<file path="src/rtl/osc_pkg.sv">
// rtl/osc_pkg.sv - shared constants, pitch table and FSM state type for poly_osc
package osc_pkg;

  // Phase increments for MIDI notes 120..131 at 50 kHz sample rate, 24-bit phase
  localparam logic [23:0] BASE [0:11] = '{
    24'd2809183, 24'd2976226, 24'd3153201, 24'd3340701,
    24'd3539348, 24'd3749810, 24'd3972785, 24'd4209019,
    24'd4459300, 24'd4724464, 24'd5005395, 24'd5303032
  };

  localparam logic [3:0] NIB_NOTE_OFF = 4'h8;
  localparam logic [3:0] NIB_NOTE_ON  = 4'h9;
  localparam logic [3:0] NIB_CC       = 4'hB;
  localparam logic [6:0] CC_ALL_OFF   = 7'd123;

  typedef enum logic [1:0] {
    ST_IDLE,
    ST_ACCUM,
    ST_OUT
  } osc_state_t;

endpackage

</file>
<file path="src/rtl/poly_osc_if.sv">
// rtl/poly_osc_if.sv - MIDI message input and mixed sample output bundle
interface poly_osc_if #(
  parameter int VOICES = 4,
  parameter int OUT_W  = 8
);
  logic [7:0]        midi_status;
  logic [7:0]        midi_data1;
  logic [7:0]        midi_data2;
  logic              midi_msg_rdy;
  logic              wave_sel;
  logic [OUT_W-1:0]  sample_dat;
  logic              sample_vld;
  logic [VOICES-1:0] voice_active;

  modport master (
    output midi_status, midi_data1, midi_data2, midi_msg_rdy, wave_sel,
    input  sample_dat, sample_vld, voice_active
  );

  modport slave (
    input  midi_status, midi_data1, midi_data2, midi_msg_rdy, wave_sel,
    output sample_dat, sample_vld, voice_active
  );
endinterface

</file>
<file path="src/rtl/osc_note_inc.sv">
// rtl/osc_note_inc.sv - MIDI note number to phase increment (top-octave table, shifted down)
module osc_note_inc
  import osc_pkg::*;
#(
  parameter int PHASE_W = 24
) (
  input  logic [6:0]         note,
  output logic [PHASE_W-1:0] inc
);
  logic [3:0]  octave;
  logic [3:0]  semi;
  logic [23:0] shifted;

  always_comb begin
    octave  = 4'(note / 7'd12);
    semi    = 4'(note % 7'd12);
    shifted = BASE[semi] >> (4'd10 - octave);
    inc     = PHASE_W'(shifted);
  end
endmodule

</file>
<file path="src/rtl/poly_osc.sv">
// rtl/poly_osc.sv - MIDI-driven polyphonic saw/square oscillator with voice allocation
// and a sequential per-voice mixer producing one sample every SAMPLE_DIV clocks.
module poly_osc
  import osc_pkg::*;
#(
  parameter int VOICES     = 4,
  parameter int PHASE_W    = 24,
  parameter int OUT_W      = 8,
  parameter int SAMPLE_DIV = 1000,
  parameter int MIDI_CH    = 0
) (
  input  logic      CLK,
  input  logic      nRST,
  poly_osc_if.slave bus
);
  localparam int VW    = $clog2(VOICES);
  localparam int ACC_W = OUT_W + VW;
  localparam int CNT_W = $clog2(SAMPLE_DIV);
  localparam logic [3:0] CH = 4'(MIDI_CH);

  if (SAMPLE_DIV <= VOICES + 2) begin : g_bad_div
    $error("poly_osc: SAMPLE_DIV must exceed VOICES+2");
  end
  if (VOICES < 2 || VOICES > 16 || (VOICES & (VOICES - 1)) != 0) begin : g_bad_voices
    $error("poly_osc: VOICES must be a power of 2 in 2..16");
  end

  logic [PHASE_W-1:0] phase [VOICES];
  logic [PHASE_W-1:0] inc   [VOICES];
  logic [6:0]         note  [VOICES];
  logic [VOICES-1:0]  active, active_next, hit;
  logic [VW-1:0]      steal_ptr, idx, hit_idx, free_idx, alloc_idx;
  logic [CNT_W-1:0]   tick_cnt;
  logic               tick, wsel, sample_vld_q;
  logic [OUT_W-1:0]   sample_dat_q, contrib;
  logic [ACC_W-1:0]   acc, acc_sum;
  logic [PHASE_W-1:0] new_inc, phase_upd;
  logic [6:0]         key;
  logic               msg_ok, is_on, is_off, is_all_off, hit_any, free_any, alloc_here;
  osc_state_t         state;

  assign bus.sample_dat   = sample_dat_q;
  assign bus.sample_vld   = sample_vld_q;
  assign bus.voice_active = active;

  always_comb begin
    key        = bus.midi_data1[6:0];
    msg_ok     = bus.midi_msg_rdy && !bus.midi_data1[7];
    is_on      = msg_ok && bus.midi_status == {NIB_NOTE_ON, CH} && bus.midi_data2 != 8'd0;
    is_off     = msg_ok && (bus.midi_status == {NIB_NOTE_OFF, CH} ||
                            (bus.midi_status == {NIB_NOTE_ON, CH} && bus.midi_data2 == 8'd0));
    is_all_off = msg_ok && bus.midi_status == {NIB_CC, CH} && key == CC_ALL_OFF;
  end

  // Scan high to low so the lowest matching / free index is the one left standing
  always_comb begin
    hit      = '0;
    hit_any  = 1'b0;
    free_any = 1'b0;
    hit_idx  = '0;
    free_idx = '0;
    for (int v = VOICES - 1; v >= 0; v--) begin
      hit[v] = active[v] && note[v] == key;
      if (hit[v]) begin
        hit_any = 1'b1;
        hit_idx = VW'(v);
      end
      if (!active[v]) begin
        free_any = 1'b1;
        free_idx = VW'(v);
      end
    end
    alloc_idx = hit_any ? hit_idx : (free_any ? free_idx : steal_ptr);
  end

  always_comb begin
    active_next = active;
    if (is_all_off) active_next = '0;
    else if (is_off) active_next = active & ~hit;
    else if (is_on) active_next[alloc_idx] = 1'b1;
  end

  osc_note_inc #(.PHASE_W(PHASE_W)) u_note_inc (
    .note (key),
    .inc  (new_inc)
  );

  // The mixed-in value reflects the voice as it stands after this cycle's MIDI update
  always_comb begin
    alloc_here = is_on && alloc_idx == idx;
    phase_upd  = alloc_here ? '0 : phase[idx] + inc[idx];
    if (!active_next[idx]) contrib = '0;
    else if (wsel) contrib = {OUT_W{phase_upd[PHASE_W-1]}};
    else contrib = phase_upd[PHASE_W-1 -: OUT_W];
    acc_sum = acc + ACC_W'(contrib);
  end

  always_ff @(posedge CLK or negedge nRST) begin
    if (!nRST) begin
      tick_cnt <= '0;
      tick     <= 1'b0;
    end else if (tick_cnt == CNT_W'(SAMPLE_DIV - 1)) begin
      tick_cnt <= '0;
      tick     <= 1'b1;
    end else begin
      tick_cnt <= tick_cnt + 1'b1;
      tick     <= 1'b0;
    end
  end

  always_ff @(posedge CLK or negedge nRST) begin
    if (!nRST) begin
      for (int v = 0; v < VOICES; v++) begin
        phase[v] <= '0;
        inc[v]   <= '0;
        note[v]  <= '0;
      end
      active    <= '0;
      steal_ptr <= '0;
    end else begin
      active <= active_next;
      if (state == ST_ACCUM) phase[idx] <= phase_upd;
      if (is_on) begin
        phase[alloc_idx] <= '0;
        inc[alloc_idx]   <= new_inc;
        note[alloc_idx]  <= key;
        if (!hit_any && !free_any) steal_ptr <= steal_ptr + 1'b1;
      end
    end
  end

  always_ff @(posedge CLK or negedge nRST) begin
    if (!nRST) begin
      state        <= ST_IDLE;
      idx          <= '0;
      wsel         <= 1'b0;
      acc          <= '0;
      sample_dat_q <= '0;
      sample_vld_q <= 1'b0;
    end else begin
      sample_vld_q <= 1'b0;
      case (state)
        ST_IDLE: begin
          if (tick) begin
            wsel  <= bus.wave_sel;
            acc   <= '0;
            idx   <= '0;
            state <= ST_ACCUM;
          end
        end
        ST_ACCUM: begin
          acc <= acc_sum;
          idx <= idx + 1'b1;
          if (idx == VW'(VOICES - 1)) begin
            sample_dat_q <= OUT_W'(acc_sum >> VW);
            sample_vld_q <= 1'b1;
            state        <= ST_OUT;
          end
        end
        ST_OUT:  state <= ST_IDLE;
        default: state <= ST_IDLE;
      endcase
    end
  end
endmodule

</file>
<file path="src/flat_wrapper.sv">
// flat-port wrapper written by rule: the top's interface ports become plain ports
module poly_osc_flat import osc_pkg::*;
#(
  parameter int VOICES     = 4,
  parameter int PHASE_W    = 24,
  parameter int OUT_W      = 8,
  parameter int SAMPLE_DIV = 1000,
  parameter int MIDI_CH    = 0
)
  (CLK, nRST, bus_midi_status, bus_midi_data1, bus_midi_data2, bus_midi_msg_rdy, bus_wave_sel, bus_sample_dat, bus_sample_vld, bus_voice_active);
  poly_osc_if #(.VOICES(VOICES), .OUT_W(OUT_W)) bus_i ();
  input  logic CLK;
  input  logic nRST;
  input wire logic [$bits(bus_i.midi_status)-1:0] bus_midi_status;
  input wire logic [$bits(bus_i.midi_data1)-1:0] bus_midi_data1;
  input wire logic [$bits(bus_i.midi_data2)-1:0] bus_midi_data2;
  input wire logic [$bits(bus_i.midi_msg_rdy)-1:0] bus_midi_msg_rdy;
  input wire logic [$bits(bus_i.wave_sel)-1:0] bus_wave_sel;
  output wire logic [$bits(bus_i.sample_dat)-1:0] bus_sample_dat;
  output wire logic [$bits(bus_i.sample_vld)-1:0] bus_sample_vld;
  output wire logic [$bits(bus_i.voice_active)-1:0] bus_voice_active;
  assign bus_i.midi_status = bus_midi_status;
  assign bus_i.midi_data1 = bus_midi_data1;
  assign bus_i.midi_data2 = bus_midi_data2;
  assign bus_i.midi_msg_rdy = bus_midi_msg_rdy;
  assign bus_i.wave_sel = bus_wave_sel;
  assign bus_sample_dat = bus_i.sample_dat;
  assign bus_sample_vld = bus_i.sample_vld;
  assign bus_voice_active = bus_i.voice_active;
  poly_osc #(.VOICES(VOICES), .PHASE_W(PHASE_W), .OUT_W(OUT_W), .SAMPLE_DIV(SAMPLE_DIV), .MIDI_CH(MIDI_CH)) u_core (.CLK(CLK), .nRST(nRST), .bus(bus_i));
endmodule
</file>
<file path="config.mk">
export PLATFORM = sky130hd
export DESIGN_NAME = poly_osc_flat
export DESIGN_NICKNAME = d
export VERILOG_FILES = /design/src/rtl/osc_pkg.sv /design/src/rtl/poly_osc_if.sv /design/src/rtl/osc_note_inc.sv /design/src/rtl/poly_osc.sv /design/src/flat_wrapper.sv
export SDC_FILE = /design/constraint.sdc
export NUM_CORES = 1
export LEC_CHECK = 0
export BUFFER_PORTS_ARGS = -buffer_cell sky130_fd_sc_hd__buf_2
export CAP_MARGIN = 20
export CELL_PAD_IN_SITES_DETAIL_PLACEMENT = 0
export CELL_PAD_IN_SITES_GLOBAL_PLACEMENT = 1
export CORE_ASPECT_RATIO = 0.9
export CORE_UTILIZATION = 40
export DETAILED_ROUTE_END_ITERATION = 6
export HOLD_SLACK_MARGIN = 0.03
export PLACE_DENSITY = 0.72
export SKIP_CTS_REPAIR_TIMING = 1
export SYNTH_ARGS = -nofsm -noshare
export SYNTH_HDL_FRONTEND = slang
export SYNTH_SLANG_ARGS = --single-unit
</file>
<file path="constraint.sdc">
create_clock -name CLK -period 6.93 [get_ports CLK]
set_clock_uncertainty 0.1 [all_clocks]
set_input_delay 0.3465 -clock CLK [delete_from_list [all_inputs] [get_ports CLK]]
set_output_delay 0.3465 -clock CLK [all_outputs]
set_load 0.02 [all_outputs]
</file>
==> run metrics, run 1 <==
status=finished clean; CP max stage cell=dfrtp_4; DRT Pass-1 Iters=6; total power=3.73 mW; post-synth cell types=87; Critical Path End Type=register; CTS root buf=clkbuf_16; vias=12800; Syn Inst Count=1633; Arr. time, crit path=6520 ps; routability cong.=0.879; vias in the first global route=12800; Synth Register Bits=257; Final Max Tran Viols=0; crit path time final=6170 ps; WS Path Type=reg2reg; Die Ht=190 µm; Tcrit/Tclk final=89.0%; Iter 0 DRT Violations=1258; Via density=5.94; fill count=3644; top-count cell post-synth=dfrtp_1; CTS tree=built; area grow syn2layout=10.5%; Yosys warning total=0; GRT Total Usage=22.8%; final hold vios=0; syn_nets=1706; DP HPWL=30100 µm; RSZ-0062 raised after global routing=false; initial antenna violation count=0; Tightest Hold Check Type=in2reg; first-pass GRT wire length=72300 µm; Mean Syn Cell Area=9.63 µm²; Die ar.=40100 µm²; # port buffers=40; Yosys top cell area share=40.9%; worst slew pin tran=1130 ps; area leader, netlist=dfrtp_1; Pleak=7.40 nW; critical-path cell list=mux4_2 -> ha_1 -> or3_1 -> nand2b_1 -> a211o_1 -> a21boi_0 -> buf_4 -> o21a_1 -> o31a_1 -> mux2i_1 -> buf_4 -> nor3_1 -> ha_1 -> a21o_1 -> a21oi_1 -> o21bai_1 -> a21oi_1 -> o21bai_1 -> a41oi_1 -> mux2_2 -> a22o_1; VDD IR max=0.000156 V; slowest stage delay, CP=850 ps; fraction of layout instances using a drive strength above 1=15.1%; die width=211 µm; CP Buf/Inv Count=2; Detail Route Antenna Nets=0; latest clock arrival within the worst-skew pair=570 ps; PwrDens=215 nW/µm²; clock-pin slew on the worst setup and hold paths=60 ps; Synth area leaders=dfrtp_1, mux4_2, nand2_1; I/O pin cnt=41; final setup fails=0; grt total ovfl=0; Num CTS Buffers=29; Achievable Freq=0.162 GHz; Post-synth ARST share=100%; clock buffer depth=3; Routed wire per std cell=20.6 µm; setup_tns=0 ps; EDFF count, synth=0; Most used DFF post-synth=dfrtp_1; Worst Path Required=7290 ps; max-cap violations=0; Initial Utilization=40.8%; Slew HR=24.7%; CP delay by family, top=compound AO/OA/AOI/OAI gates; CP startpoint kind=register; Critical Path Fanout Max=32; drt drc=0; diode count=0; Commonest cells post-synth=dfrtp_1, nand2_1, nand3_1; H-tree Lvls=1; Sink Count=257; mapped cell area=15700 µm²; Core Region=38500 µm²; Final nets=1691; Seq/Total Area, Yosys=40.9%; pin count of the biggest net entering global routing=117; Routed WL=44600 µm; # rows=68
## kinds of logic after synthesis
| group | share of synthesized area [%] |
|---|---|
| xor+xnor | 3.78 |
| mux | 11.6 |
| flops | 40.9 |
| compound gates | 19.4 |
| buf+inv | 4.08 |
| simple gates | 16.5 |
| fa+ha+maj | 3.68 |
## worst reg2reg max path: cells and delay by family (launching register included)
kind | cells | cell delay, ps
AO/OA/AOI/OAI | 11 | 2190
buffers and inverters | 2 | 340
flip-flops | 1 | 850
AND/OR/NAND/NOR | 3 | 910
multiplexers | 3 | 1090
adder cells (fa/ha/maj) | 2 | 610
## power breakdown
group | switching [mW] | leakage (nW) | internal [mW]
clock network | 0.629 | 0.477 | 0.925
logic | 0.436 | 3.77 | 0.217
registers | 0.00714 | 3.16 | 1.51
## cell usage in the layout (no fill, tap or decap), types with 8 or more instances in the layout
master / count
a211oi_1: 15
a21o_1: 17
a21oi_1: 91
a22o_1: 14
a22oi_1: 17
a31oi_1: 33
and2_1: 17
buf_2: 39
buf_4: 30
clkbuf_16: 29
clkbuf_8: 8
dfrtp_1: 255
ha_1: 43
inv_1: 29
mux2_2: 49
mux2i_1: 13
mux4_2: 50
nand2_1: 211
nand2b_1: 13
nand3_1: 98
nand4_1: 9
nor2_1: 94
nor2b_1: 14
nor3_1: 23
nor4_1: 18
o211ai_1: 19
o21a_1: 15
o21ai_0: 89
o221ai_1: 8
o22ai_1: 14
o31a_1: 8
o31ai_1: 30
or3_1: 11
xnor2_1: 43
xor2_1: 22
## metal layers
| metal | GRT usage [%] | up-vias | wire length (µm) |
|---|---|---|---|
| met5 | 0 | - | 0 |
| met4 | 5.21 | 0 | 895 |
| met3 | 2.74 | 64 | 2260 |
| met2 | 36.6 | 339 | 20400 |
| met1 | 32.8 | 6423 | 21100 |
| li1 | - | 6020 | - |
## flip-flops by register name (all words and copies together), names as in the netlist, 2 cells and up
signal and cells:
u_core.acc 10, u_core.bus.sample_dat 8, u_core.bus.voice_active 4, u_core.idx 2, u_core.inc 92, u_core.note 28, u_core.phase 96, u_core.state 2
u_core.steal_ptr 2, u_core.tick_cnt 10
## metrics by stage
step	cell area (µm²)	util (%)	hold slack [ps]	setup slack, ps	std cells
floorplan	15700	-	-49.1	673	1633
global placement	16400	42.5	347	752	2109
detailed placement	16400	42.5	351	700	2109
CTS	17300	45.0	-211	712	2161
global route	17400	45.1	157	257	2164
finish	17400	45.1	115	764	2164
## layout make-up
cell class	instances	area [µm²]	area share (%)
inverter	32	120	0.691
clock inverter	10	110	0.634
timing repair buffer	74	503	2.89
clock buffer	42	855	4.92
multi-input combinational	1224	8690	50.0
tap	525	657	3.78
sequential	257	6440	37.0
## path summary, 6_finish.rpt
kind                                    start                    endpoint  slack [ps]  depth (start not counted)
setup / recovery                u_core.idx[0]               u_core.acc[9]         760                         21
hold / removal              bus_midi_data1[6]             u_core.note[27]         120                          3
setup reg to reg                u_core.idx[0]               u_core.acc[9]         760                         21
hold reg to reg            u_core.tick_cnt[0]          u_core.tick_cnt[0]         350                          1
max in group asynchronous                nRST               u_core.idx[0]        4800                          3
min in group asynchronous                nRST  u_core.bus.voice_active[2]         330                          2
(Power assumes the default switching activity.)
==> run 2: changes to the inputs <==
--- a/config.mk
+++ b/config.mk
@@ -13,6 +13,7 @@
 export CORE_UTILIZATION = 40
 export DETAILED_ROUTE_END_ITERATION = 6
 export HOLD_SLACK_MARGIN = 0.03
+export MAX_ROUTING_LAYER = met4
 export PLACE_DENSITY = 0.72
 export SKIP_CTS_REPAIR_TIMING = 1
 export SYNTH_ARGS = -nofsm -noshare
==> run metrics, run 2 (synthesis gave the netlist of run 1 again) <==
status=finished clean; critical-path cell list=buf_4 -> mux4_2 -> ha_1 -> o2111ai_1 -> a21oi_1 -> a21boi_0 -> buf_4 -> o21a_1 -> o31a_1 -> mux2i_1 -> buf_4 -> nor3_1 -> ha_1 -> a21o_1 -> a21oi_1 -> o21bai_1 -> a21oi_1 -> o21bai_1 -> a41oi_1 -> mux2_2 -> a22o_1; Sink Count=257; Final nets=1690; Final Core Density=45.2%; # port buffers=40; biggest regs=u_core.phase x96, u_core.inc x92, u_core.note x28; setup_tns=0 ps; grt total ovfl=0; first-pass GRT wire length=73200 µm; Die ar.=40100 µm²; register area=6440 µm²; CP startpoint kind=register; VDD IR max=0.000181 V; Final Max Tran Viols=0; total power=3.80 mW; GRT Total Usage=23.6%; worst slew pin tran=1130 ps; worst slack at placement=720 ps; DP HPWL=29900 µm; clock power share=42.9%; Critical Path End Type=register; CP delay by family, top=compound AO/OA/AOI/OAI gates; initial antenna violation count=0; Iter 0 DRT Violations=1259; worst r2r src=u_core.idx[0]; Worst Path Required=7310 ps; H-tree Lvls=1; Tcrit/Tclk final=88.8%; drt drc=0; final hold vios=0; Detail Route Antenna Nets=0; diode count=0; commonest cells after routing, fill and taps aside=dfrtp_1, nand2_1, nand3_1; DRT Pass-1 Iters=6; Worst Setup EP=u_core.acc[9]; R2R Path End=u_core.acc[9]; Crit. Startpoint=u_core.idx[0]; max-cap violations=0; Critical Path Fanout Max=30; fraction of layout instances using a drive strength above 1=15.1%; pin count of the biggest net entering global routing=152; Largest Register=u_core.phase; Core Region=38500 µm²; Routed WL=44600 µm; Largest register FFs=96; Arr. time, crit path=6540 ps; Routed wire per std cell=20.6 µm; CTS root buf=clkbuf_16; Initial Utilization=40.8%; final setup fails=0; Reg2Reg Setup Slack=770 ps; die width=211 µm; Multi-input gate area=8690 µm²; CTS tree=built; setup ws final=774 ps; Pleak=7.41 nW; slowest stage delay, CP=800 ps; fill count=3654; CP Buf/Inv Count=3; hold slack=124 ps; Sw Ratio=29.3%; vias=12900; routability cong.=0.898; most common cell after layout, fill and taps aside=dfrtp_1; Die Ht=190 µm; Num CTS Buffers=30; RSZ-0062 raised after global routing=false; Achievable Freq=0.162 GHz; vias in the first global route=12800; # rows=68; I/O pin cnt=41; crit path time final=6160 ps; Via density=5.94; PwrDens=218 nW/µm²; Tightest Hold Check Type=in2reg; Psw=1.11 mW; internal power=2.69 mW; reg2reg path depth=21; Reg power frac=40.0%; area grow syn2layout=10.6%; number of cells on the critical path=21; WS Path Type=reg2reg; Slew HR=24.6%; Comb pwr share=17.2%; CP max stage cell=dfrtp_4; latest clock arrival within the worst-skew pair=590 ps; clock-pin slew on the worst setup and hold paths=70 ps; clock buffer depth=3
run 2: how the worst min path moves through the flow:
stage,slack [ps],cells after the start,from,endpoint
final,120,3,bus_midi_data1[2],u_core.note[9]
after global routing,140,3,bus_midi_data1[2],u_core.note[16]
after CTS,-280,1,nRST,u_core.steal_ptr[1]
after detailed placement,360,1,nRST,u_core.steal_ptr[1]
after global placement,350,1,u_core.tick_cnt[0],u_core.tick_cnt[0]
after floorplan,-50,0,nRST,u_core.acc[0]
run 2: worst min-delay path: stages:
cell     delay, ps
buf_2          260
nand2_1        110
nand2_1         50
run 2: routing by layer:
metal | share of wire [%] | vias to the layer above | GRT usage (%)
met2 | 45 | 358 | 35.3
met4 | 1.7 | 0 | 5.27
met3 | 5.3 | 55 | 2.72
li1 | - | 6024 | -
met1 | 48 | 6417 | 34.1
met5 | 0 | - | -
run 2: metrics by stage:
step	area, µm²	instances
after global routing	17400	2165
after global placement	16400	2108
after CTS	17400	2163
final	17400	2165
after detailed placement	16400	2108
after floorplan	15700	1633
run 2: area by class of cell:
cell class,instances,share of cell area (%)
multi-input cells,1224,50.0
flip-flops and latches,257,37.0
clock buffers,44,5.08
well taps,525,3.77
repair buffers,72,2.69
clock inverters,11,0.820
inverters,32,0.690
run 2: power groups by stage:
stage	combinational, mW	sequential [mW]	clock [mW]
global placement	0.634	1.55	0
CTS	0.641	1.52	1.67
finish	0.653	1.52	1.63
floorplan	0.447	1.54	0
global route	0.713	1.52	1.73
detailed placement	0.638	1.55	0
